==> src/rtl/gain_pkg.sv <==
// Shared constants and helpers for the gain blocks: coefficient format,
// channel-index sizing, register map and output saturation.
package gain_pkg;

  localparam int unsigned ADDR_COEF_BASE = 0;

  typedef struct packed {
    logic        sat;
    logic [63:0] val;
  } sat_t;

  function automatic int unsigned ch_width(input int unsigned ch_num);
    return (ch_num > 1) ? $clog2(ch_num) : 1;
  endfunction

  // Unity gain in sfi(w, w/2)
  function automatic logic [31:0] coef_one(input int unsigned coef_wdt);
    return 32'd1 << (coef_wdt / 2);
  endfunction

  // The flag register sits directly above the last coefficient
  function automatic int unsigned flag_addr(input int unsigned ch_num);
    return ADDR_COEF_BASE + ch_num;
  endfunction

  function automatic sat_t saturate(input logic signed [63:0] x, input int unsigned w);
    logic signed [63:0] hi;
    logic signed [63:0] lo;
    sat_t               r;
    hi = (64'sd1 <<< (w - 1)) - 64'sd1;
    lo = ~hi;
    if (x > hi) begin
      r.sat = 1'b1;
      r.val = hi;
    end else if (x < lo) begin
      r.sat = 1'b1;
      r.val = lo;
    end else begin
      r.sat = 1'b0;
      r.val = x;
    end
    return r;
  endfunction

endpackage

==> src/rtl/gain_mul_sat.sv <==
// Two-stage multiply / round-half-up / saturate pipeline with a per-sample
// saturation indication aligned to the output register update.
module gain_mul_sat
  import gain_pkg::*;
#(
  parameter int unsigned A_WDT    = 16,
  parameter int unsigned COEF_WDT = 16,
  parameter int unsigned CH_W     = 2
) (
  input  logic                i_clk,
  input  logic                i_rst,
  input  logic                i_valid,
  input  logic [CH_W-1:0]     i_channel,
  input  logic [A_WDT-1:0]    i_data,
  input  logic [COEF_WDT-1:0] i_coef,
  output logic                o_valid,
  output logic [CH_W-1:0]     o_channel,
  output logic [A_WDT-1:0]    o_data,
  output logic                o_sat_set,
  output logic [CH_W-1:0]     o_sat_ch
);

  localparam int unsigned P_W  = A_WDT + COEF_WDT;
  localparam int unsigned FRAC = COEF_WDT / 2;
  localparam logic signed [P_W:0] RND = (P_W + 1)'(32'd1 << (FRAC - 1));

  logic signed [P_W-1:0] w_a_ext;
  logic signed [P_W-1:0] w_c_ext;
  logic signed [P_W-1:0] r_prod;
  logic                  r_valid;
  logic [CH_W-1:0]       r_ch;
  logic signed [P_W:0]   w_rnd;
  logic signed [63:0]    w_shift;
  sat_t                  w_sat;
  logic                  w_unused_hi;

  assign w_a_ext = P_W'($signed(i_data));
  assign w_c_ext = P_W'($signed(i_coef));

  always_ff @(posedge i_clk or posedge i_rst) begin
    if (i_rst) begin
      r_valid <= 1'b0;
      r_prod  <= '0;
      r_ch    <= '0;
    end else begin
      r_valid <= i_valid;
      if (i_valid) begin
        r_prod <= w_a_ext * w_c_ext;
        r_ch   <= i_channel;
      end
    end
  end

  // One guard bit keeps the rounding add from wrapping at the product extreme
  assign w_rnd       = $signed({r_prod[P_W-1], r_prod}) + RND;
  assign w_shift     = 64'(w_rnd >>> FRAC);
  assign w_sat       = saturate(w_shift, A_WDT);
  assign w_unused_hi = ^w_sat.val[63:A_WDT];

  always_ff @(posedge i_clk or posedge i_rst) begin
    if (i_rst) begin
      o_valid   <= 1'b0;
      o_channel <= '0;
      o_data    <= '0;
    end else begin
      o_valid <= r_valid;
      if (r_valid) begin
        o_channel <= r_ch;
        o_data    <= w_sat.val[A_WDT-1:0];
      end
    end
  end

  assign o_sat_set = r_valid & w_sat.sat;
  assign o_sat_ch  = r_ch;

endmodule

==> src/rtl/gain_mc_ramp.sv <==
// Multi-channel gain: per-channel coefficients over Avalon-MM, sticky
// saturation flags, 3-cycle sample pipeline. GAIN_RAMP_EN adds coefficient ramping.
module gain_mc_ramp
  import gain_pkg::*;
#(
  parameter int unsigned A_WDT     = 16,
  parameter int unsigned COEF_WDT  = 16,
  parameter int unsigned CH_NUM    = 4,
  parameter int unsigned RAMP_STEP = 16,
  localparam int unsigned CH_W     = ch_width(CH_NUM)
) (
  input  logic                csi_clk,
  input  logic                rsi_reset,
  input  logic [CH_W:0]       avs_address,
  input  logic                avs_write,
  input  logic                avs_read,
  input  logic [31:0]         avs_writedata,
  output logic [31:0]         avs_readdata,
  input  logic                asi_valid,
  input  logic [CH_W-1:0]     asi_channel,
  input  logic [A_WDT-1:0]    asi_data,
  output logic                aso_valid,
  output logic [CH_W-1:0]     aso_channel,
  output logic [A_WDT-1:0]    aso_data
);

  localparam int unsigned AW = CH_W + 1;
  localparam logic [AW-1:0] CH_LIM    = AW'(CH_NUM);
  localparam logic [AW-1:0] FLAG_ADDR = AW'(flag_addr(CH_NUM));
  localparam logic [COEF_WDT-1:0] ONE = COEF_WDT'(coef_one(COEF_WDT));

  logic [COEF_WDT-1:0] r_tgt [CH_NUM];
  logic [CH_NUM-1:0]   r_flags;
  logic [CH_NUM-1:0]   w_flags_d;
  logic [31:0]         r_rdata;
  logic [31:0]         w_rdata;
  logic                w_acc;
  logic                w_coef_wr;
  logic                w_flag_wr;
  logic [CH_W-1:0]     w_reg_ch;
  logic [COEF_WDT-1:0] w_coef_use;
  logic                r_s1_valid;
  logic [CH_W-1:0]     r_s1_ch;
  logic [A_WDT-1:0]    r_s1_data;
  logic [COEF_WDT-1:0] r_s1_coef;
  logic                w_sat_set;
  logic [CH_W-1:0]     w_sat_ch;
  logic                w_unused;

  assign w_unused  = ^{avs_writedata, 32'(RAMP_STEP)};
  assign w_acc     = asi_valid && ({1'b0, asi_channel} < CH_LIM);
  assign w_coef_wr = avs_write && (avs_address < CH_LIM);
  assign w_flag_wr = avs_write && (avs_address == FLAG_ADDR);
  assign w_reg_ch  = CH_W'(avs_address - AW'(ADDR_COEF_BASE));

  always_ff @(posedge csi_clk or posedge rsi_reset) begin
    if (rsi_reset) begin
      for (int i = 0; i < CH_NUM; i++) r_tgt[i] <= ONE;
    end else if (w_coef_wr) begin
      r_tgt[w_reg_ch] <= avs_writedata[COEF_WDT-1:0];
    end
  end

`ifdef GAIN_RAMP_EN
  localparam int unsigned RW = COEF_WDT + 33;
  localparam logic signed [RW-1:0] STEP_S = RW'(RAMP_STEP);

  logic [COEF_WDT-1:0] r_cur [CH_NUM];
  logic signed [RW-1:0] w_cur_s;
  logic signed [RW-1:0] w_tgt_s;
  logic signed [RW-1:0] w_up;
  logic signed [RW-1:0] w_dn;
  logic [COEF_WDT-1:0]  w_cur_nxt;

  always_comb begin
    w_cur_s   = RW'($signed(r_cur[asi_channel]));
    w_tgt_s   = RW'($signed(r_tgt[asi_channel]));
    w_up      = w_cur_s + STEP_S;
    w_dn      = w_cur_s - STEP_S;
    w_cur_nxt = r_tgt[asi_channel];
    if (w_tgt_s > w_cur_s) begin
      if (w_up < w_tgt_s) w_cur_nxt = w_up[COEF_WDT-1:0];
    end else if (w_tgt_s < w_cur_s) begin
      if (w_dn > w_tgt_s) w_cur_nxt = w_dn[COEF_WDT-1:0];
    end
  end

  // Only the channel whose sample is accepted advances toward its target
  always_ff @(posedge csi_clk or posedge rsi_reset) begin
    if (rsi_reset) begin
      for (int i = 0; i < CH_NUM; i++) r_cur[i] <= ONE;
    end else if (w_acc) begin
      r_cur[asi_channel] <= w_cur_nxt;
    end
  end

  assign w_coef_use = r_cur[asi_channel];
`else
  assign w_coef_use = r_tgt[asi_channel];
`endif

  // S1: coefficient sampled before this edge's write lands
  always_ff @(posedge csi_clk or posedge rsi_reset) begin
    if (rsi_reset) begin
      r_s1_valid <= 1'b0;
      r_s1_ch    <= '0;
      r_s1_data  <= '0;
      r_s1_coef  <= '0;
    end else begin
      r_s1_valid <= w_acc;
      if (w_acc) begin
        r_s1_ch   <= asi_channel;
        r_s1_data <= asi_data;
        r_s1_coef <= w_coef_use;
      end
    end
  end

  gain_mul_sat #(
    .A_WDT    (A_WDT),
    .COEF_WDT (COEF_WDT),
    .CH_W     (CH_W)
  ) u_mul_sat (
    .i_clk     (csi_clk),
    .i_rst     (rsi_reset),
    .i_valid   (r_s1_valid),
    .i_channel (r_s1_ch),
    .i_data    (r_s1_data),
    .i_coef    (r_s1_coef),
    .o_valid   (aso_valid),
    .o_channel (aso_channel),
    .o_data    (aso_data),
    .o_sat_set (w_sat_set),
    .o_sat_ch  (w_sat_ch)
  );

  // Set is applied after clear so a coincident saturation survives
  always_comb begin
    w_flags_d = r_flags;
    if (w_flag_wr) w_flags_d = '0;
    if (w_sat_set) w_flags_d[w_sat_ch] = 1'b1;
  end

  always_ff @(posedge csi_clk or posedge rsi_reset) begin
    if (rsi_reset) r_flags <= '0;
    else           r_flags <= w_flags_d;
  end

  always_comb begin
    w_rdata = '0;
    if (avs_address < CH_LIM) begin
      w_rdata = 32'(r_tgt[w_reg_ch]);
    end else if (avs_address == FLAG_ADDR) begin
      for (int c = 0; c < CH_NUM && c < 32; c++) w_rdata[c] = r_flags[c];
    end
  end

  always_ff @(posedge csi_clk or posedge rsi_reset) begin
    if (rsi_reset)     r_rdata <= '0;
    else if (avs_read) r_rdata <= w_rdata;
  end

  assign avs_readdata = r_rdata;

endmodule

==> config.mk <==
export PLATFORM = sky130hd
export DESIGN_NAME = gain_mc_ramp
export DESIGN_NICKNAME = d
export VERILOG_FILES = /design/src/rtl/gain_pkg.sv /design/src/rtl/gain_mul_sat.sv /design/src/rtl/gain_mc_ramp.sv
export SDC_FILE = /design/constraint.sdc
export NUM_CORES = 1
export LEC_CHECK = 0
export ABC_AREA = 1
export CAP_MARGIN = 20
export CORE_UTILIZATION = 35
export DETAILED_ROUTE_END_ITERATION = 8
export GPL_TIMING_DRIVEN = 0
export PLACE_DENSITY = 0.64
export SYNTH_ARGS = -nofsm -noshare
export SYNTH_HDL_FRONTEND = slang
export SYNTH_SLANG_ARGS = --single-unit
==> constraint.sdc <==
create_clock -name csi_clk -period 7.45 [get_ports csi_clk]
set_clock_uncertainty 0.05 [all_clocks]
set_input_delay 0.745 -clock csi_clk [delete_from_list [all_inputs] [get_ports csi_clk]]
set_output_delay 0.745 -clock csi_clk [all_outputs]
set_load 0.1 [all_outputs]
# ---- After elaboration in Yosys (flattened, before gate mapping)
# Index checks and enable logic that the tools add are counted.
dict set report totals {
  register_bits 189
  elab_cells 53
}
dict set report classes {
  n_addsub 1
  multipliers 1
  n_lt_le_gt_ge 8
  eq_ne 1
  mux 18
  n_bitwise 4
  reduce_logical 4
}
# cell n
set op_table {}
lappend op_table {{$mux W65} 2}
lappend op_table {{$mux W16} 5}
lappend op_table {{$bmux W16 S2} 2}
lappend op_table {{$bwmux W64} 1}
lappend op_table {{$add A32 B9 Y33 const B} 1}
lappend op_table {{$demux W16 S2} 1}
lappend op_table {{$mul A16 B16 Y32} 1}
lappend op_table {{$gt A25 B16 Y1 const B} 1}
lappend op_table {{$lt A25 B16 Y1 const B} 1}
lappend op_table {{$mux W4} 4}
lappend op_table {{$mux W12} 1}
lappend op_table {{$ge A3 B3 Y1 const B} 2}
lappend op_table {{$not A2 Y3} 2}
lappend op_table {{$logic_and A1 B1 Y1} 4}
lappend op_table {{$or A4 B4 Y4} 1}
lappend op_table {{$eq A3 B3 Y1 const B} 1}
lappend op_table {{$lt A2 B3 Y1 const B} 1}
lappend op_table {{$lt A3 B1 Y1 const B} 1}
lappend op_table {{$lt A3 B3 Y1 const B} 1}
lappend op_table {{$demux W1 S2} 1}
lappend op_table {{$ge A2 B1 Y1 const B} 1}
lappend op_table {{$and A1 B1 Y1} 1}
lappend op_table {{$mux W1} 1}

# ---- Depth between registers and ports, before layout
# Gate-level depths: netlist of run 1.
dict set report logic_depth {
  word_depth 6
  depth_mapped 29
  depth_no_buf 27
}

# ---- Cells and area by module
# Synthesis of run 1 repeated with hierarchy kept, for this count alone.
dict set report unflattened {
  hier_cells 2523
  hier_area_um2 18938.2
}
# mod n_inst cells_each area_each_um2 seq_area_each_um2
set by_module_without_submodules {}
lappend by_module_without_submodules {gain_mul_sat 1 1717 13076.3 1176.1}
lappend by_module_without_submodules {gain_mc_ramp 1 806 5861.9 2982.9}

# ---- Least setup slack after synthesis of run 1
# Ideal clock, no wire load.
dict set report synth_timing {
  kind {flip-flop to flip-flop}
  from {register r_s1_data[15]}
  to {register u_mul_sat.r_prod[20]}
  setup_ns 0.118
  arrival_time_ns 5.635
  required_ns 7.282
  setup_slack_ns 1.647
  stages_incl_launch_ff 25
  path_buffers 2
  period_less_slack_ns 5.803
  path_cell_list {dfrtp_1 clkbuf_1 clkbuf_1 nand2_1 inv_1 fa_1 inv_1 fa_1 inv_1 fa_1 fa_1 fa_1 inv_1 fa_1 inv_1 ha_1 a21oi_1 inv_1 a31oi_1 o21ai_0 a21oi_1 nand2_1 or2_2 nand3_1 nand2_1}
}
dict set report synth_via {
  elab_chain_len 1
}
# element line
set synth_rtl {}
lappend synth_rtl {{from (decl)} gain_mc_ramp.sv:44} ;# logic [A_WDT-1:0] r_s1_data;
lappend synth_rtl {{from (signal assigned)} gain_mc_ramp.sv:113} ;# r_s1_data <= asi_data;
lappend synth_rtl {{$mul A16 B16 Y32} gain_mul_sat.sv:48} ;# r_prod <= w_a_ext * w_c_ext;
lappend synth_rtl {{to (signal assigned)} gain_mul_sat.sv:48}
lappend synth_rtl {{to (decl)} gain_mul_sat.sv:29} ;# logic signed [P_W-1:0] r_prod;
# No other way between the ends.
# A chain may end at the register's enable or synchronous reset.

# ---- Worst setup path in the final report of run 1
dict set report layout_timing {
  from {register r_s1_data[6]}
  to {register u_mul_sat.r_prod[31]}
}
# Same word-level chain as after synthesis.

==> impl_metrics.json, run 1 <==
{
  "outcome": "completed",
  "syn_area_um2": 18400,
  "post-route-util_pct": 39.9,
  "tritoncts.num_buffers": 17,
  "layout.cells.non_filler": 3164,
  "finalSetupViolCount": 0,
  "async_reset_ff_share_pct": 100,
  "grt_pass1_vias": 16054,
  "grt_busiest_layer": "met2",
  "cts_tree": "built",
  "grtUsageMet1_pct": 26.5,
  "die_area_um2": 53400,
  "cts_hold_buf": 0,
  "dpl-instance-area_um2": 20000,
  "vias": 15351,
  "clk_pin_slew_ps": 80,
  "rsz0062_at_grt": "no",
  "clk_latency_ps": 490,
  "use_met2_pct": 35.1,
  "place_inst": 3132,
  "gr-total-overflow": 0,
  "post_cts_buffers": 0,
  "initial_core_util_pct": 35.6,
  "diodes": 0,
  "cpPeakStageDelay_ps": 600,
  "drive_gt1_share_pct": 3.54,
  "hold_viol_final": 0,
  "place.gp.congestion": 0.964,
  "cts_root_buffer": "clkbuf_16",
  "worst-path-max-fanout": 10,
  "maxCapViolations": 0,
  "io_buffers": 73,
  "drt_drc_violations_left": 0,
  "drt-pass1-iter-count": 5,
  "met3_usage_pct": 3.24,
  "grtUsageTotal_pct": 20.7,
  "synth_warnings": 0,
  "synth-edff-count": 0,
  "drt_wl_total_um": 51500,
  "final_nets": 2870,
  "max_freq_mhz": 143,
  "clock_path_buffers": 2,
  "htree_num_levels": 4,
  "drt_iter0_drc": 1159,
  "antenna_found_initial": 0,
  "yosys.cell_types.count": 48,
  "viasPerCell": 4.85,
  "die_h_um": 231,
  "period_minus_slack_ps": 6990,
  "setup_tns_ps": 0,
  "slew_viol_final": 0,
  "critPathSlowestCell": "fa_1",
  "rows": 83,
  "grt_max_degree": 119,
  "die_x_um": 231,
  "crit_chain": "clkbuf_1 > clkbuf_1 > nand2_1 > fa_1 > inv_1 > fa_1 > inv_1 > fa_1 > inv_1 > fa_1 > fa_1 > inv_1 > fa_1 > inv_1 > ha_1 > a21oi_1 > o21ai_0 > a21oi_1 > nand2_1 > nand2_1 > nand3_1 > nand3_1 > nand2_1",
  "design_area_um2": 20600,
  "hpwl_um": 42500,
  "worst_pin_slew_ps": 989,
  "nFillCells": 5300,
  "end_kind": "flop",
  "wl_per_cell_um": 16.3,
  "cts_num_sinks": 166,
  "core_area_um2": 51600,
  "top_level_ports": 109,
  "cp_num_buf_inv": 7,
  "ys.flop_type": "dfrtp_1",
  "ctsResizeCount": 0,
  "synth_seq_cells": 166,
  "antenna_left": 0,
  "start_kind": "flop",
  "cp.arrival_ps": 7310,
  "cpLargestDelayFamily": "adder cells",
  "critical_path_class": "flop to flop",
  "grt_pass1_wl_um": 85200,
  "avgSynthCellArea_um2": 7.77,
  "seq_area_frac_synth_pct": 22.7,
  "fin_crit_sh_pct": 93.9,
  "hp-class": "flop to flop",
  "cp.required_ps": 7760,
  "crit_top_cell": "fa_1",
  "area_growth_pct": 12.2,
  "slew_headroom_pct": 33.9,
  "synthCells": 2363
}
cell type report:
type                    count  area, um^2  share of cell area (%)
inverters                 578        2180                    10.6
clock inverters            12         109                   0.528
plain buffers             123         541                    2.62
well taps                 680         851                    4.13
flip-flops and latches    166        4160                    20.2
clock buffers              20         457                    2.22
repair buffers             74         758                    3.68
multi-input cells        1511       11500                    56.1
per-layer routing:
metal  routed length [um]  vias up
met2                25200      470
met1                21700     7592
met3                 2920       82
met4                 1640        0
li1                     -     7207
met5                    0        -
worst reg2reg max path, cell delays in order (launching register included):
cell	delay [ps]
dfrtp_1	330
clkbuf_1	450
clkbuf_1	570
nand2_1	180
fa_1	540
inv_1	50
fa_1	500
inv_1	50
fa_1	470
inv_1	50
fa_1	500
fa_1	540
inv_1	50
fa_1	600
inv_1	60
ha_1	380
a21oi_1	300
o21ai_0	250
a21oi_1	380
nand2_1	200
nand2_1	150
nand3_1	90
nand3_1	90
nand2_1	50
state kept, by name, indices dropped and copies added (netlist names):
name / flops
u_mul_sat.r_prod: 25
u_mul_sat.o_channel: 2
r_flags: 4
u_mul_sat.o_valid: 1
u_mul_sat.o_sat_ch: 2
r_s1_valid: 1
r_s1_ch: 2
avs_readdata: 16
r_s1_data: 16
r_s1_coef: 16
r_tgt: 64
u_mul_sat.o_data: 16
u_mul_sat.r_valid: 1
Yosys cell counts (all sizes together) (2+ instances only):
cell type / n / area share [%]
clkbuf: 102 / 2.1
fa: 261 / 28
clkinv: 4 / 0.082
o21ai: 154 / 4.2
o2bb2ai: 2 / 0.095
xnor2: 17 / 0.81
o21bai: 3 / 0.12
nand2: 592 / 12
a21o: 2 / 0.082
o21a: 2 / 0.082
nor2: 149 / 3.1
buf: 21 / 0.85
a21oi: 72 / 2.2
nand3b: 3 / 0.12
a31oi: 25 / 0.85
o22ai: 14 / 0.48
a22oi: 4 / 0.16
nor4: 3 / 0.10
nand4: 5 / 0.17
or2: 6 / 0.20
o211ai: 10 / 0.41
a221oi: 12 / 0.57
xor2: 16 / 0.76
inv: 574 / 12
ha: 80 / 5.5
nor3: 8 / 0.27
dfrtp: 162 / 22
dfstp: 4 / 0.57
nand3: 50 / 1.4
final timing paths:
path | end | from | cells after the start | slack, ps
max in group asynchronous | avs_readdata[7]$_DFFE_PP0P_ | rsi_reset | 3 | 5780
max reg2reg | u_mul_sat.r_prod[31]$_DFFE_PP0P_ | r_s1_data[6]$_DFFE_PP0P_ | 23 | 460
min reg2reg | u_mul_sat.r_valid$_DFF_PP0_ | r_s1_valid$_DFF_PP0_ | 0 | 320
min in group asynchronous | u_mul_sat.o_data[0]$_DFFE_PP0P_ | rsi_reset | 2 | 630
max | u_mul_sat.r_prod[31]$_DFFE_PP0P_ | r_s1_data[6]$_DFFE_PP0P_ | 23 | 460
min | u_mul_sat.r_valid$_DFF_PP0_ | r_s1_valid$_DFF_PP0_ | 0 | 320
metrics by stage:
stage	worst slack [ps]	hold WS (ps)
floorplan	1650	302
global placement	-309	314
detailed placement	429	307
CTS	401	322
global route	74.5	327
finish	456	321
placed cells by master, fill, tap and decap left out, types with 3 or more instances in the layout:
master / count
fa_1: 261
a21oi_2: 10
a31oi_1: 25
clkbuf_1: 101
ha_1: 80
clkbuf_16: 17
nand3_1: 48
xor2_1: 16
o211ai_1: 10
o22ai_1: 14
clkinv_1: 4
o21ai_1: 5
nor2_1: 145
a22oi_1: 4
inv_1: 571
nor3_1: 6
nand2_1: 589
dfrtp_1: 162
or2_2: 6
nand4_1: 5
a221oi_1: 12
nor4_1: 3
clkdlybuf4s50_1: 73
xnor2_1: 17
nor2_2: 3
o21ai_0: 149
conb_1: 16
buf_4: 16
inv_6: 5
a21oi_1: 61
o21bai_1: 3
dfstp_2: 4
nand3b_1: 3
inv_8: 3
cells by family (layout without fill, tap and decap cells):
| group | Yosys count | count (layout) | synth area share, % |
|---|---|---|---|
| AO/OA/AOI/OAI | 305 | 305 | 9.50 |
| XOR/XNOR | 33 | 33 | 1.57 |
| adder cells (fa/ha/maj) | 341 | 341 | 33.9 |
| buffers and inverters | 701 | 807 | 14.7 |
| flip-flops | 166 | 166 | 22.7 |
| other | 1 | 16 | 0.0204 |
| AND/OR/NAND/NOR | 816 | 816 | 17.6 |
Power of run 1 is left out: the tool's default activity adds up to more than one toggle a clock period on the data nets, which glitch-free logic cannot reach.
==> inputs of run 2 (changes only) <==
- DONT_BUFFER_PORTS: unset -> 1
- PLACE_DENSITY: 0.64 -> 0.61
==> run 2 against run 1 <==
Fmax shrank 1.2%. Worst setup slack worse by 86 ps. Worst hold slack worse by 210 ps. Highest routed layer unchanged.
==> impl_metrics.json, run 2 (synthesis results as in run 1) <==
{
  "layout_common_cells": "nand2_1, inv_1, fa_1",
  "drt_iter0_drc": 1286,
  "die_h_um": 231,
  "io_buffers": 0,
  "cpLargestDelayFamily": "adder cells",
  "cp.required_ps": 7770,
  "gr-total-overflow": 0,
  "slew_viol_final": 0,
  "largest_registers": "r_tgt: 64 flops, u_mul_sat.r_prod: 25 flops",
  "period_minus_slack_ps": 7080,
  "setup.worst_path.end": "u_mul_sat.r_prod[29]$_DFFE_PP0P_",
  "setup.worst_path.start": "r_s1_data[9]$_DFFE_PP0P_",
  "reg2regPathDepth": 24,
  "drt_wl_total_um": 52000,
  "cts_num_sinks": 166,
  "place.gp.congestion": 0.947,
  "met3_usage_pct": 4.05,
  "cp.arrival_ps": 7400,
  "max_freq_mhz": 141,
  "end_kind": "flop",
  "post-route-util_pct": 38.6,
  "worst-path-max-fanout": 10,
  "largest_reg_flops": 64,
  "layout_commonest_cell": "nand2_1",
  "antenna_found_initial": 0,
  "cp_num_buf_inv": 7,
  "viasPerCell": 4.87,
  "r2r_setup_slack_ps": 370,
  "grt_busiest_layer": "met2",
  "post_cts_buffers": 0,
  "core_area_um2": 51600,
  "clock_path_buffers": 2,
  "ctsResizeCount": 0,
  "start_kind": "flop",
  "hpwl_um": 43000,
  "vias": 15057,
  "wl_per_cell_um": 16.8,
  "area_growth_pct": 8.59,
  "drt-pass1-iter-count": 6,
  "maxCapViolations": 0,
  "die_area_um2": 53400,
  "crit_chain": "clkbuf_1 > clkbuf_1 > nand2_1 > fa_1 > inv_1 > fa_1 > fa_1 > fa_1 > fa_1 > inv_1 > fa_1 > inv_1 > ha_1 > nand2_1 > nor2_1 > inv_1 > nor2_1 > nand3_1 > o211ai_1 > nand2_1 > inv_1 > o21ai_0 > nand3_1 > nand2_1",
  "clk_latency_ps": 480,
  "critical_path_class": "flop to flop",
  "drive_gt1_share_pct": 3.69,
  "place_inst": 3059,
  "final_nets": 2797,
  "grt_max_degree": 98,
  "grtUsageTotal_pct": 20.7,
  "die_x_um": 231,
  "clk_pin_slew_ps": 70,
  "top_register": "r_tgt",
  "cpPeakStageDelay_ps": 610,
  "cp.depth": 24,
  "htree_num_levels": 4,
  "grt_pass1_wl_um": 84700,
  "cts_tree": "built",
  "antenna_left": 0,
  "finalSetupViolCount": 0,
  "critPathSlowestCell": "fa_1",
  "reg2reg_to": "u_mul_sat.r_prod[29]$_DFFE_PP0P_",
  "layout.cells.non_filler": 3091,
  "initial_core_util_pct": 35.6,
  "use_met2_pct": 34.5,
  "tritoncts.num_buffers": 17,
  "outcome": "completed",
  "crit_top_cell": "fa_1",
  "grtUsageMet1_pct": 26.8,
  "top_level_ports": 109,
  "rsz0062_at_grt": "no",
  "rows": 83,
  "rr_startpoint": "r_s1_data[9]$_DFFE_PP0P_",
  "drt_drc_violations_left": 0,
  "grt_pass1_vias": 15736,
  "diodes": 0,
  "fin_crit_sh_pct": 95.0,
  "hp-class": "primary input to asynchronous set/reset pin",
  "worst_pin_slew_ps": 938,
  "cts_root_buffer": "clkbuf_16",
  "slew_headroom_pct": 37.4,
  "cts_hold_buf": 0,
  "hold_viol_final": 0,
  "setup_tns_ps": 0
}
run 2: worst min path at each step:
stage / cells after the start / startpoint / endpoint / slack [ps]
detailed placement: 0 / r_s1_valid$_DFF_PP0_ / u_mul_sat.r_valid$_DFF_PP0_ / 310
floorplan: 0 / u_mul_sat.r_valid$_DFF_PP0_ / u_mul_sat.o_valid$_DFF_PP0_ / 300
global route: 1 / rsi_reset / r_flags[1]$_DFF_PP0_ / 130
finish: 1 / rsi_reset / r_flags[1]$_DFF_PP0_ / 110
CTS: 1 / rsi_reset / r_tgt[34]$_DFFE_PP0P_ / 120
global placement: 0 / r_s1_valid$_DFF_PP0_ / u_mul_sat.r_valid$_DFF_PP0_ / 310
run 2: final cells by class:
| type | instances | area, um^2 |
|---|---|---|
| Clock inverter | 15 | 208 |
| Timing Repair Buffer | 1 | 27.5 |
| Multi-Input combinational cell | 1511 | 11500 |
| Sequential cell | 166 | 4160 |
| Tap cell | 680 | 851 |
| Clock buffer | 17 | 425 |
| Buffer | 123 | 541 |
| Fill cell | 5374 | 31700 |
| Inverter | 578 | 2180 |
run 2: layer usage:
metal  vias up  share of wire (%)
met3        95                5.8
met4         0                3.4
met1      7432                 43
met5         -                  0
li1       7065                  -
met2       465                 48
run 2: worst register-to-register path: stages (launching register included):
cell      delay [ps]
dfrtp_1          320
clkbuf_1         530
clkbuf_1         580
nand2_1          180
fa_1             560
inv_1             50
fa_1             520
fa_1             490
fa_1             550
fa_1             550
inv_1             50
fa_1             610
inv_1             70
ha_1             390
nand2_1          120
nor2_1           140
inv_1             70
nor2_1           150
nand3_1           90
o211ai_1         450
nand2_1          110
inv_1             90
o21ai_0           90
nand3_1           90
nand2_1           50
run 2: stage by stage:
step                      area (um^2)  worst slack (ps)  hold WS [ps]
after floorplan                 18400              1650           302
after CTS                       19900               307           117
after global routing            19900              7.65           130
after detailed placement        19300               341           311
final                           19900               370           108
after global placement          19300               125           313
Power of run 2 is left out for the same reason.
